`config.mk`:
```
export PLATFORM = sky130hd
export DESIGN_NAME = piso_serializer
export DESIGN_NICKNAME = d
export VERILOG_FILES = /design/src/rtl/convolver_pkg.sv /design/src/rtl/piso_serializer.sv
export SDC_FILE = /design/constraint.sdc
export NUM_CORES = 1
export LEC_CHECK = 0
export ABC_AREA = 0
export CORE_MARGIN = 2
export CORE_UTILIZATION = 30
export DETAILED_ROUTE_END_ITERATION = 10
export RECOVER_POWER = 25
export SYNTH_ARGS = -nofsm -noshare
export SYNTH_HDL_FRONTEND = slang
export SYNTH_SLANG_ARGS = --single-unit
export TNS_END_PERCENT = 50
```
`constraint.sdc`:
```
create_clock -name clock -period 1.91 [get_ports clock]
set_input_delay 0.191 -clock clock [delete_from_list [all_inputs] [get_ports clock]]
set_output_delay 0.191 -clock clock [all_outputs]
set_load 0.01 [all_outputs]
```
`src/rtl/convolver_pkg.sv`:
```
// rtl/convolver_pkg.sv - shared state encodings for the convolver datapath blocks
package convolver_pkg;

    typedef enum logic {
        ST_IDLE  = 1'b0,
        ST_SHIFT = 1'b1
    } ser_state_t;

endpackage

```
`src/rtl/piso_serializer.sv`:
```
// rtl/piso_serializer.sv - parallel-in serial-out serializer, highest element first
module piso_serializer
    import convolver_pkg::*;
#(
    parameter int SIZE       = 3,
    parameter int DATA_WIDTH = 32
) (
    input  logic                       clock,
    input  logic                       reset,
    input  logic [SIZE*DATA_WIDTH-1:0] load_data,
    input  logic                       load_valid,
    output logic                       load_ready,
    output logic [DATA_WIDTH-1:0]      out_data,
    output logic                       out_valid,
    input  logic                       out_ready,
    output logic                       out_last,
    output logic                       busy
);

    localparam int CW = (SIZE > 1) ? $clog2(SIZE) : 1;
    localparam logic [CW-1:0] COUNT_TOP = CW'(SIZE - 1);

    ser_state_t                 state, state_next;
    logic [SIZE*DATA_WIDTH-1:0] word, word_next;
    logic [CW-1:0]              count, count_next;
    logic [DATA_WIDTH-1:0]      data_next;
    logic                       valid_next, last_next;
    logic                       load_fire, out_fire;

    // Ready in the last-handshake cycle lets the next word follow without a bubble.
    assign load_ready = (state == ST_IDLE) || (out_valid && out_ready && out_last);
    assign load_fire  = load_valid && load_ready;
    assign out_fire   = out_valid && out_ready;
    assign busy       = (state == ST_SHIFT);

    always_ff @(posedge clock) begin
        if (reset) begin
            state     <= ST_IDLE;
            word      <= '0;
            count     <= '0;
            out_data  <= '0;
            out_valid <= 1'b0;
            out_last  <= 1'b0;
        end else begin
            state     <= state_next;
            word      <= word_next;
            count     <= count_next;
            out_data  <= data_next;
            out_valid <= valid_next;
            out_last  <= last_next;
        end
    end

    always_comb begin
        state_next = state;
        word_next  = word;
        count_next = count;
        data_next  = out_data;
        valid_next = out_valid;
        last_next  = out_last;

        case (state)
            ST_IDLE: begin
                if (load_fire) state_next = ST_SHIFT;
            end
            ST_SHIFT: begin
                if (load_fire) state_next = ST_SHIFT;
                else if (out_fire && out_last) state_next = ST_IDLE;
            end
            default: state_next = ST_IDLE;
        endcase

        if (load_fire) begin
            word_next  = load_data;
            count_next = COUNT_TOP;
            data_next  = load_data[SIZE*DATA_WIDTH-1 -: DATA_WIDTH];
            valid_next = 1'b1;
            last_next  = (SIZE == 1);
        end else if (out_fire) begin
            if (out_last) begin
                count_next = '0;
                data_next  = '0;
                valid_next = 1'b0;
                last_next  = 1'b0;
            end else begin
                count_next = count - 1'b1;
                data_next  = word[DATA_WIDTH*int'(count_next) +: DATA_WIDTH];
                last_next  = (count_next == '0);
            end
        end
    end

endmodule

```
# After elaboration in Yosys (flattened, before gate mapping)
# Cells that the tools add are included.
[classes]
add_sub_neg = 1
n_shift = 1
muxes = 14
bitwise_logic = 1
reduce_logical = 9
[op_table]
columns = ["cell", "n"]
rows = [
  ["$mux 32", 3],
  ["$shiftx 96x8->32", 1],
  ["$mux 1", 7],
  ["$mux 2", 3],
  ["$reduce_bool 2->1", 2],
  ["$logic_and 1x1->1", 3],
  ["$logic_not 2->1", 1],
  ["$pmux 1 s2", 1],
  ["$reduce_and 2->1", 1],
  ["$reduce_or 2->1", 1],
  ["$sub 2x1->2 const B", 1],
  ["$logic_or 1x1->1", 1],
  ["$not 1->1", 1],
]
[totals]
ff_bits = 133
in_bits = 100
out_inout_bits = 36

# Longest topological paths before layout
[depth]
ltp_word = 6
mapped_depth = 9
depth_no_buf = 6

# Worst setup path before layout
# OpenSTA, ideal clock, no wires.
[synth_path]
kind = "reg-to-reg"
startpoint = "reg count[1]"
endpoint = "reg out_data[22]"
t_arrival_ns = 1.787
required_ns = 1.788
path_slack_ns = 0.001
stages_incl_launch_ff = 9
path_buffers = 2
period_less_slack_ns = 1.909
path_cell_list = "dfxtp_1 inv_1 ha_1 buf_2 buf_2 mux2_2 a21oi_1 nor2_1 a221o_1"
[synth_between]
elab_chain_len = 5
[synth_rtl]
columns = ["item", "line", "text"]
rows = [
  ["from (decl)", "piso_serializer.sv:25", "logic [CW-1:0] count, count_next;"],
  ["from (signal assigned)", "piso_serializer.sv:47", "count <= count_next;"],
  ["$sub 2x1->2", "piso_serializer.sv:86", "count_next = count - 1'b1;"],
  ["$shiftx 96x8->32", "piso_serializer.sv:87", "data_next = word[DATA_WIDTH*int'(count_next) +: DATA_WIDTH];"],
  ["$mux 32", "piso_serializer.sv:80", "if (out_last) begin"],
  ["$mux 32", "piso_serializer.sv:79", "end else if (out_fire) begin"],
  ["$mux 32", "piso_serializer.sv:73", "if (load_fire) begin"],
  ["to (signal assigned)", "piso_serializer.sv:48", "out_data <= data_next;"],
  ["to (decl)", "piso_serializer.sv:13", "output logic [DATA_WIDTH-1:0] out_data,"],
]
# No other way between the ends. The select of a mux whose other input is x is not followed.
# A chain may end at the register's enable or synchronous reset.

# Worst setup path after layout
[layout_path]
startpoint = "reg count[1]"
endpoint = "reg out_data[7]"
# Same word-level chain as after synthesis.

==> flow_summary.toml <==
[grt]
grt_max_degree = 67
antenna_found_initial = 0
track_usage = 0.167
grt_overflow = 0
grt_pass1_wl_mm = 25.8
first_global_vias = 4861

[synthesis]
synth_common_cells = "nand2_1, a21oi_1, dfxtp_1"
synth_top_area_share = 0.487
yosysMostFrequentCell = "nand2_1"
yosysWarnings = 0
muxShareOfSynthArea = 0.0659
synth_top_family_by_area = "simple AND/OR/NAND/NOR gates"
synth_nets = 762
synthXorXnorAreaFrac = 0
syn_area_um2 = 5460
synthArstFlopShare = 0
synth_seq_cells = 133
synth_top_cell_by_area = "dfxtp_1"
ys_types = 20
ys_seq_area_frac = 0.487
yosys.area_share.simple = 0.211
synth_compound_area_frac = 0.187
synth_adder_area_share = 0.00229
netlist_instances = 661
yosys-top-cells-area = "dfxtp_1, nand2_1, a21oi_1"
synth_edf_count = 0
avgSynthCellArea_um2 = 8.27
synthFlopType = "dfxtp_1"

[critical_path]
crit_path_max_incr_delay_ns = 0.36
worstSetupEndpointType = "register"
cp.depth = 7
ff2ff_setup_slack_ns = 0.07
crit_start = "count[1]"
critPathMaxFanout = 19
arrival_ns = 2.14
slowest_stage = "mux2_2"
crit_required_ns = 2.21
worstSetupPathType = "reg -> reg"
ff2ff_path_depth = 7
crit_family = "compound AO/OA/AOI/OAI gates"
r2r-start = "count[1]"
reg2reg_to = "out_data[7]"
cp-start-kind = "register"
crit_buf_inv = 2
crit_path_cell_trace = "inv_1, ha_4, buf_12, mux2_2, a21oi_1, nor2_1, a221o_1"

[final_layout]
antenna_cells = 0
drive_gt1_frac = 0.128
multi_input_area_um2 = 2630
num-nets-final = 882
syn2layout_area_growth_pct = 43.9
final_cell_area_um2 = 7860
fin_cells = 1023
final-seq-area_um2 = 2670
fill_cells = 1827

[pwr]
seqPwrFrac = 0.391
clkPwrFrac = 0.477
p_int_mw = 5.95
switching_power_mw = 1.78
p_leak_nw = 2.95
power_density_nw_per_um2 = 983
switching_share = 0.230
irDropWorstVdd_uv = 685
combPwrFrac = 0.131

[clocking]
ctsLongestPathBuffers = 2
clkLatencyLatePin_ns = 0.42
clock_sinks = 133
cts_buffers = 17
ctsHtreeMaxLevel = 4
cts_root_buffer = "clkbuf_16"
clk_pin_slew_worst_paths_ns = 0.06
post_cts_buffers = 0
cts_tree = "done"
hold_buffers = 0

[detailed_routing]
wl_per_cell_um = 15.7
dr.pass1.iters = 4
finalWirelength_mm = 16.1
viasPerCell = 4.87
vias = 4980
postRouteAntennaNets = 0
drc_errors = 0
drtIter0Drc = 254

[timing]
hold_slack_ns = 0.317
layout_worst_path_cycle_share = 0.963
fin_crit_ns = 1.84
clock_skew_ns = 0.0111
grt_setup_unrepaired = "yes"
maxSlewHeadroom = 0.387
setup_violations = 0
slew_viol_final = 0
fmax_ghz = 0.544
tightestPinTransition_ns = 0.917
finalHoldViolations = 0

[placement]
dpl.cell_count = 990
io_buffers = 135
globalplace.congestion = 0.728
dpl_cell_area_um2 = 7140
dp_hpwl_mm = 9.50

[job]
cap_viol_max_count = 0

[min_path]
worstHoldStart = "load_data[55]"
hold_depth = 3
min_to = "word[55]"
min_path_type = "in -> reg"

[floorplanning]
start_util = 0.305
die-height_um = 139
num_rows = 49
dieWidth_um = 139
core_area_um2 = 17900
die-area_um2 = 19300
pin_count = 136

[outcome]
status = "finished clean"
## registers in the layout (all words and copies together), names as in the netlist
| register | cells |
|---|---|
| busy | 1 |
| count | 2 |
| out_data | 32 |
| out_last | 1 |
| out_valid | 1 |
| word | 96 |
## placed cells by master (no fill, tap or decap), drive strengths merged
cell type / netlist / routed
clkinvlp: 0 / 1
a211oi: 1 / 1
clkinv: 0 / 2
a21boi: 1 / 1
inv: 1 / 1
nor3b: 34 / 34
dlygate4sd3: 0 / 31
a221o: 32 / 32
nor2: 34 / 34
buf: 18 / 21
mux2: 32 / 32
nor3: 3 / 3
bufinv: 0 / 5
bufbuf: 0 / 1
or4: 1 / 1
clkbuf: 38 / 25
clkdlybuf4s50: 0 / 103
a41oi: 1 / 1
a21oi: 134 / 134
ha: 1 / 1
dfxtp: 133 / 133
nand3: 1 / 1
nor2b: 1 / 1
nand2: 195 / 195
## repair_timing
item | CTS | global route
endpoints found under the setup margin | 13 | 15
pin swaps | 0 | 0
gates cloned | 1 | 0
gates resized for setup | 4 | 9
## metal layers
layer  vias to the layer above  track usage  routed length (µm)  share of wire
met5                         -            0                   0              0
met3                        11       0.0387                 694          0.043
met1                      2357        0.212                7710           0.48
li1                       2507            -                   -              -
met4                         0       0.0526                 157         0.0098
met2                       105        0.283                7530           0.47
## worst min-delay path: cells and delay by family
family | cells | cell delay, ns
buffers and inverters | 1 | 0.39
AND/OR/NAND/NOR | 1 | 0.05
AO/OA/AOI/OAI | 1 | 0.05
## final cells by class
class | count | share of cell area
clock inverter | 8 | 0.0213
sequential | 133 | 0.339
tap | 229 | 0.0364
inverter | 1 | 0.000477
timing repair buffer | 157 | 0.204
clock buffer | 24 | 0.0638
multi-input combinational | 471 | 0.334
## how the worst max path moves through the flow
stage	end	slack, ns
4_1_cts	load_ready	0.02
5_1_grt	out_data[31]	-0.02
6_report	out_data[7]	0.07
2_1_floorplan	out_data[22]	0.001
3_5_place_dp	out_data[4]	-0.28
3_3_place_gp	out_data[17]	-0.22
## cell families (layout without fill, tap and decap cells)
family / after synthesis / after routing
mux: 32 / 32
buf+inv: 57 / 190
flops: 133 / 133
simple gates: 269 / 269
compound gates: 169 / 169
fa+ha+maj: 1 / 1
## power by group through the flow
stage | sequential, mW | combinational, mW | clock, mW
floorplan | 3.08 | 0.484 | 0
global route | 3.04 | 1.11 | 3.86
finish | 3.02 | 1.02 | 3.69
detailed placement | 3.08 | 1.01 | 0
global placement | 3.08 | 1.00 | 0
CTS | 3.03 | 1.05 | 3.75
## stage by stage
step	worst slack (ns)	utilization	power, mW	setup TNS (ns)
after CTS	0.0205	0.439	7.82	0
after global routing	-0.0171	0.439	8.01	-0.0905
after floorplan	0.00145	-	3.56	0
final	0.0703	0.439	7.73	0
after detailed placement	-0.279	0.399	4.09	-10.73
after global placement	-0.216	0.399	4.08	-8.07
(Power assumes the default switching activity.)
==> edit 1: new RTL, same settings <==
The parameter `DATA_WIDTH` goes from 32 to 64.
--- a/src/rtl/piso_serializer.sv
+++ b/src/rtl/piso_serializer.sv
@@ -5,3 +5,3 @@
     parameter int SIZE       = 3,
-    parameter int DATA_WIDTH = 32
+    parameter int DATA_WIDTH = 64
 ) (
Interface: changed (resized load_data and out_data); port bits go from 136 to 264. The function was not compared with the original's and may differ.
==> edit 1 against the unedited design <==
- the flow now finishes with violations (negative setup slack)
- highest routed layer unchanged
- largest cell class is now multi-input combinational cells
- power is 81% higher
- hold slack worse by 0.13 ns
- sequential cell count is 128 higher
- cell area is 100% higher
- worst setup slack worse by 0.093 ns
- via count is 100% higher
- wire length is 120% higher
- area after synthesis is 96% higher
==> edit 1: results (changes against the unedited design) <==
status: "finished, violations left"  # was completed
seqAreaFraction_pct: 33.15  # was 33.94%
cts_buffers: 30  # was 17
synth_compound_area_share_pct: 18.57  # was 18.71%
buffers: 344  # was 157
wl_met2_mm: 16.23  # was 7.532 mm
setup_slack_ns: -0.02260  # was 0.07034 ns
drt-wirelength-per-cell_um: 17.35  # was 15.74 um
arrival_ns: 2.37  # was 2.14 ns
yosys.area_share.adder_pct: 0.1169  # was 0.2290%
synth_cell_types: 22  # was 20
largestRegisters: "word x192, out_data x64, count x2"  # was word x96, out_data x32, count x2
gp_congestion: 0.7969  # was 0.7276
n_fill_cell: 3424  # was 1827
num-nets-final: 1754  # was 882
comb.multi_input.count: 919  # was 471
clockBufferDepth: 3  # was 2
drt-met1-wl_mm: 16.40  # was 7.713 mm
wl_met3_mm: 2.142  # was 694 um
multi_input_area_sq_mm: 0.005278  # was 0.002629 sq mm
violations: "negative setup slack"
drt_iter0_drc: 623  # was 254
netlist_top_cells_area: "dfxtp_1 (49%), nand2_1 (14%), a21oi_1 (12%)"  # was dfxtp_1 (49%), nand2_1 (13%), a21oi_1 (12%)
ys_seq_area_share_pct: 48.81  # was 48.73%
max_slew_margin_pct: 26.45  # was 38.73%
finalSetupViolCount: 6  # was 0
detailed_place_hpwl_mm: 22.16  # was 9.504 mm
dpl-instance-area_sq_mm: 0.01427  # was 0.007139 sq mm
drive_above_1_share_pct: 15.36  # was 12.85%
internal_power_w: 0.01047  # was 0.005953 W
coreArea_sq_mm: 0.03531  # was 0.01790 sq mm
cts-htree-levels: 1  # was 4
seq_cell_count: 261  # was 133
crit_path_max_fanout: 8  # was 19
netlist_top_cells_count: "nand2_1 (386), a21oi_1 (262), dfxtp_1 (261)"  # was nand2_1 (194), a21oi_1 (134), dfxtp_1 (133)
fin_skew_ns: 0.006433  # was 0.01108 ns
viasPerCell: 4.950  # was 4.868
diodes: 1  # was 0
grt_pass1_vias: 9740  # was 4861
buffer_area_share_pct: 23.57  # was 20.42%
multi_input_area_share_pct: 33.46  # was 33.43%
synth.area.mux_share_pct: 6.733  # was 6.595%
p_leak_nw: 5.829  # was 2.945 nW
antenna_found_initial: 1  # was 0
==> edit 1: cell types whose count changed in the layout (fill, tap and decap cells not counted), sizes merged, moves of 2 or more <==
cell	change
dfxtp	+128
nor3b	+32
clkinv	+2
clkdlybuf4s50	+157
bufinv	-3
a221o	+32
clkbuf	+25
mux2	+32
a21oi	+128
buf	+54
inv	+2
nor2	+32
nand2	+192
dlygate4sd3	-31
==> edit 1: tightest hold or removal path: cells and delay by family <==
kind / cells / cell delay (ns)
AOI/OAI and AO/OA: 1 / 0.05
and+or+nand+nor: 1 / 0.05
buffers and inverters: 1 / 0.40
==> edit 1: power by group through the flow <==
stage | Clock [W] | Combinational (W) | Sequential, W
2_1_floorplan | 0 | 0.000956 | 0.00604
3_3_place_gp | 0 | 0.00210 | 0.00603
3_5_place_dp | 0 | 0.00212 | 0.00604
4_1_cts | 0.00581 | 0.00222 | 0.00593
5_1_grt | 0.00604 | 0.00258 | 0.00597
6_report | 0.00568 | 0.00239 | 0.00593
==> edit 1: per-layer routing <==
metal  up-vias  track usage (%)
met5         -                0
met4         0            4.487
met3        43            2.873
met2       296            28.52
met1      4800            24.93
li1       4950                -
==> edit 1: kinds of logic after synthesis <==
family                   Yosys count
flip-flops                       261
AO/OA/AOI/OAI                    329
adder cells (fa/ha/maj)            1
multiplexers                      64
buffers and inverters            112
AND/OR/NAND/NOR                  525
==> edit 1: what timing repair did <==
item                       4_1_cts  5_1_grt
gates cloned                     2        4
pin swaps                        3       10
gates resized for setup         11       74
setup buffers                    4       12
setup endpoints to repair       62       59
==> edit 1: worst paths after layout <==
| path | start | to | slack, ns | cells past startpoint |
|---|---|---|---|---|
| max | count[1]$_SDFFE_PP0P_ | out_data[22]$_SDFFE_PP0P_ | -0.02 | 8 |
| min | load_data[108] | word[108]$_SDFFE_PP0P_ | 0.19 | 3 |
| max reg2reg | count[1]$_SDFFE_PP0P_ | out_data[22]$_SDFFE_PP0P_ | -0.02 | 8 |
| min reg2reg | word[7]$_SDFFE_PP0P_ | word[7]$_SDFFE_PP0P_ | 0.45 | 2 |
==> edit 1: per-stage QoR <==
| step | std cells | setup WS (ns) | total power, W | TNS, ns |
|---|---|---|---|---|
| 2_1_floorplan | 1292 | 0.005716 | 0.006997 | 0 |
| 3_3_place_gp | 1966 | -0.1895 | 0.008133 | -16.12 |
| 3_5_place_dp | 1966 | -0.2346 | 0.008155 | -22.46 |
| 4_1_cts | 2022 | -0.06981 | 0.01396 | -1.222 |
| 5_1_grt | 2038 | -0.09843 | 0.01459 | -3.490 |
| 6_report | 2038 | -0.02260 | 0.01400 | -0.07591 |
==> edit 2: new RTL, same flow settings <==
Made on the original files. Reset style: asynchronous (`reset`), changed in one clocked block.
--- a/src/rtl/piso_serializer.sv
+++ b/src/rtl/piso_serializer.sv
@@ -35,3 +35,3 @@
 
-    always_ff @(posedge clock) begin
+    always_ff @(posedge clock or posedge reset) begin
         if (reset) begin
Function: differs if reset is asserted again (counterexample within 4 cycles, from zero or initial values and one cycle with reset high); with reset held inactive, the same outputs for 10 cycles.
==> edit 2 against the unedited design <==
- die area increased by 12%
- via count decreased by 9.6%
- critical path depth decreased by 2
- hold slack improved by 0.056 ns
- area after synthesis increased by 13%
- worst setup slack improved by 0.023 ns
- cell area increased by 6.6%
- wire length increased by 6.5%
- global-route usage decreased by 0.57 points
- sequential cell count unchanged
- sequential share of layout area increased by 5.8 points
Power is not compared: it rests on default switching activity, and its combinational part moved more than twofold at a synthesized area within 25%.
==> edit 2: results (changes against the unedited design) <==
synth_cell_types: 27  # was 20
hold_start: "load_data[34]"  # was load_data[55]
path_clk_slew_ns: 0.06  # about the same
p_leak_nw: 3.581
first_pass_iters: 4  # unchanged
min_path_cells: 2  # was 3
vdd_drop_max_mv: 0.5556
cts_buffers: 17  # unchanged
clock_latency_ns: 0.42  # about the same
io_buffers: 135  # unchanged
syn_nets: 585  # was 762
netlist_top_cells_area: "dfrtp_1 (54%), mux2_4 (15%), mux2_2 (5.9%)"  # was dfxtp_1 (49%), nand2_1 (13%), a21oi_1 (12%)
drt_iter0_drc: 325  # was 254
diodes: 0  # unchanged
internal_power_w: 0.009286
clockBufferDepth: 2  # unchanged
pre_cts_ws_ns: -0.1169  # was -0.2786 ns
post-route-drc-count: 0  # unchanged
max_slew_margin_pct: 8.857  # was 38.73%
dp_cells: 870  # was 990
vias: 4504  # was 4980
status: "completed"  # unchanged
ys_warn_count: 0  # unchanged
drive_above_1_share_pct: 24.88  # was 12.85%
reg2reg_depth: 5  # was 7
synth.avg_cell_area_sq_um: 12.71  # was 8.266 sq um
synthFlopType: "dfrtp_1"  # was dfxtp_1
wirelength_mm: 17.14  # was 16.10 mm
ys_seq_area_share_pct: 54.12  # was 48.73%
reg2reg_to: "out_data[0]$_DFFE_PP0P_"  # was out_data[7]$_SDFFE_PP0P_
arrival_ns: 2.09  # was 2.14 ns
num-nets-final: 723  # was 882
track_usage_pct: 16.14  # was 16.71%
cts-htree-levels: 4  # unchanged
async_flop_share_pct: 100.0  # was 0%
gp_congestion: 0.7944  # was 0.7276
dpl-instance-area_sq_mm: 0.007791  # was 0.007139 sq mm
fin_skew_ns: 0.007298  # was 0.01108 ns
root_buffer: "clkbuf_16"  # unchanged
largestRegisters: "word x96, out_data x32, count x2"  # unchanged
antenna_found_initial: 0  # unchanged
viasPerCell: 4.977  # was 4.868
netlist_top_cells_count: "dfrtp_1 (133), o21ai_0 (65), mux2_4 (60)"  # was nand2_1 (194), a21oi_1 (134), dfxtp_1 (133)
timing.rr.start: "count[0]$_DFFE_PP0P_"  # was count[1]$_SDFFE_PP0P_
grt_first_pass_wirelength_mm: 26.97  # was 25.76 mm
whs_ns: 0.3732  # was 0.3173 ns
grt_max_degree: 78  # was 67
grt_pass1_vias: 4846  # was 4861
holdPathEnd: "word[34]$_DFFE_PP0P_"  # was word[55]$_SDFFE_PP0P_
hold_class: "in -> reg"  # unchanged
crit_path_max_fanout: 12  # was 19
detailed_place_hpwl_mm: 11.10  # was 9.504 mm
setup.worst_path.class: "reg -> reg"  # unchanged
reg2reg_slack_ns: 0.09  # was 0.07 ns
-- edit 2: per-layer routing --
layer  global-route usage (%)  part of all wire (%)  vias to the layer above
li1                         -                     -                     2021
met1                    21.11                    44                     2295
met2                    26.03                    49                      169
met3                    4.534                   5.8                       19
met4                    5.096                   1.7                        0
met5                        0                     0                        -
-- edit 2: cell type report --
type	instances	area, sq um
sequential	133	3331
timing repair buffer	158	1573
fill	1882	11790
multi-input combinational	277	2439
clock inverter	12	103.9
tap	270	337.8
clock buffer	20	466.7
inverter	35	132.6
-- edit 2: repair_timing --
item | CTS | global route
gates resized for setup | 5 | 2
cloned | 1 | 0
buffers inserted | 2 | 0
hold buffers | 0 | 0
endpoints found under the setup margin | 33 | 2
pin swaps | 1 | 1
-- edit 2: cell families after synthesis --
logic type | Yosys count | synth area share (%)
AO/OA/AOI/OAI | 133 | 13.53
flip-flops | 133 | 54.12
multiplexers | 96 | 21.24
buffers and inverters | 75 | 6.857
AND/OR/NAND/NOR | 46 | 4.049
adder cells (fa/ha/maj) | 1 | 0.2034
-- edit 2: how the worst max path moves through the flow --
| stage | endpoint | slack, ns | cells after the start |
|---|---|---|---|
| floorplan | busy$_DFF_PP0_ | 0.07 | 1 |
| global placement | out_data[8]$_DFFE_PP0P_ | -0.01 | 4 |
| detailed placement | out_data[15]$_DFFE_PP0P_ | -0.12 | 4 |
| CTS | load_ready | 0.00002 | 4 |
| global route | out_data[24]$_DFFE_PP0P_ | 0.004 | 5 |
| finish | out_data[0]$_DFFE_PP0P_ | 0.09 | 5 |
-- edit 2: power by group through the flow --
stage               Sequential (W)  Combinational (W)  Clock [W]
global placement           0.00494            0.00531          0
detailed placement         0.00499            0.00548          0
finish                     0.00497            0.00571    0.00312
CTS                        0.00497            0.00574    0.00319
global route               0.00512            0.00617    0.00333
floorplan                  0.00481            0.00374          0
-- edit 2: through the flow --
step / TNS, ns / utilization, %
finish: 0 / 41.56
global route: 0 / 41.56
global placement: -0.1627 / 38.63
floorplan: 0 / -
detailed placement: -2.947 / 38.63
CTS: 0 / 41.68
-- edit 2: worst max-delay path: stages (launching register included) --
cell	delay, ns
dfrtp_2	0.47
ha_4	0.38
buf_8	0.18
mux2_2	0.36
a22oi_1	0.18
o211ai_1	0.10
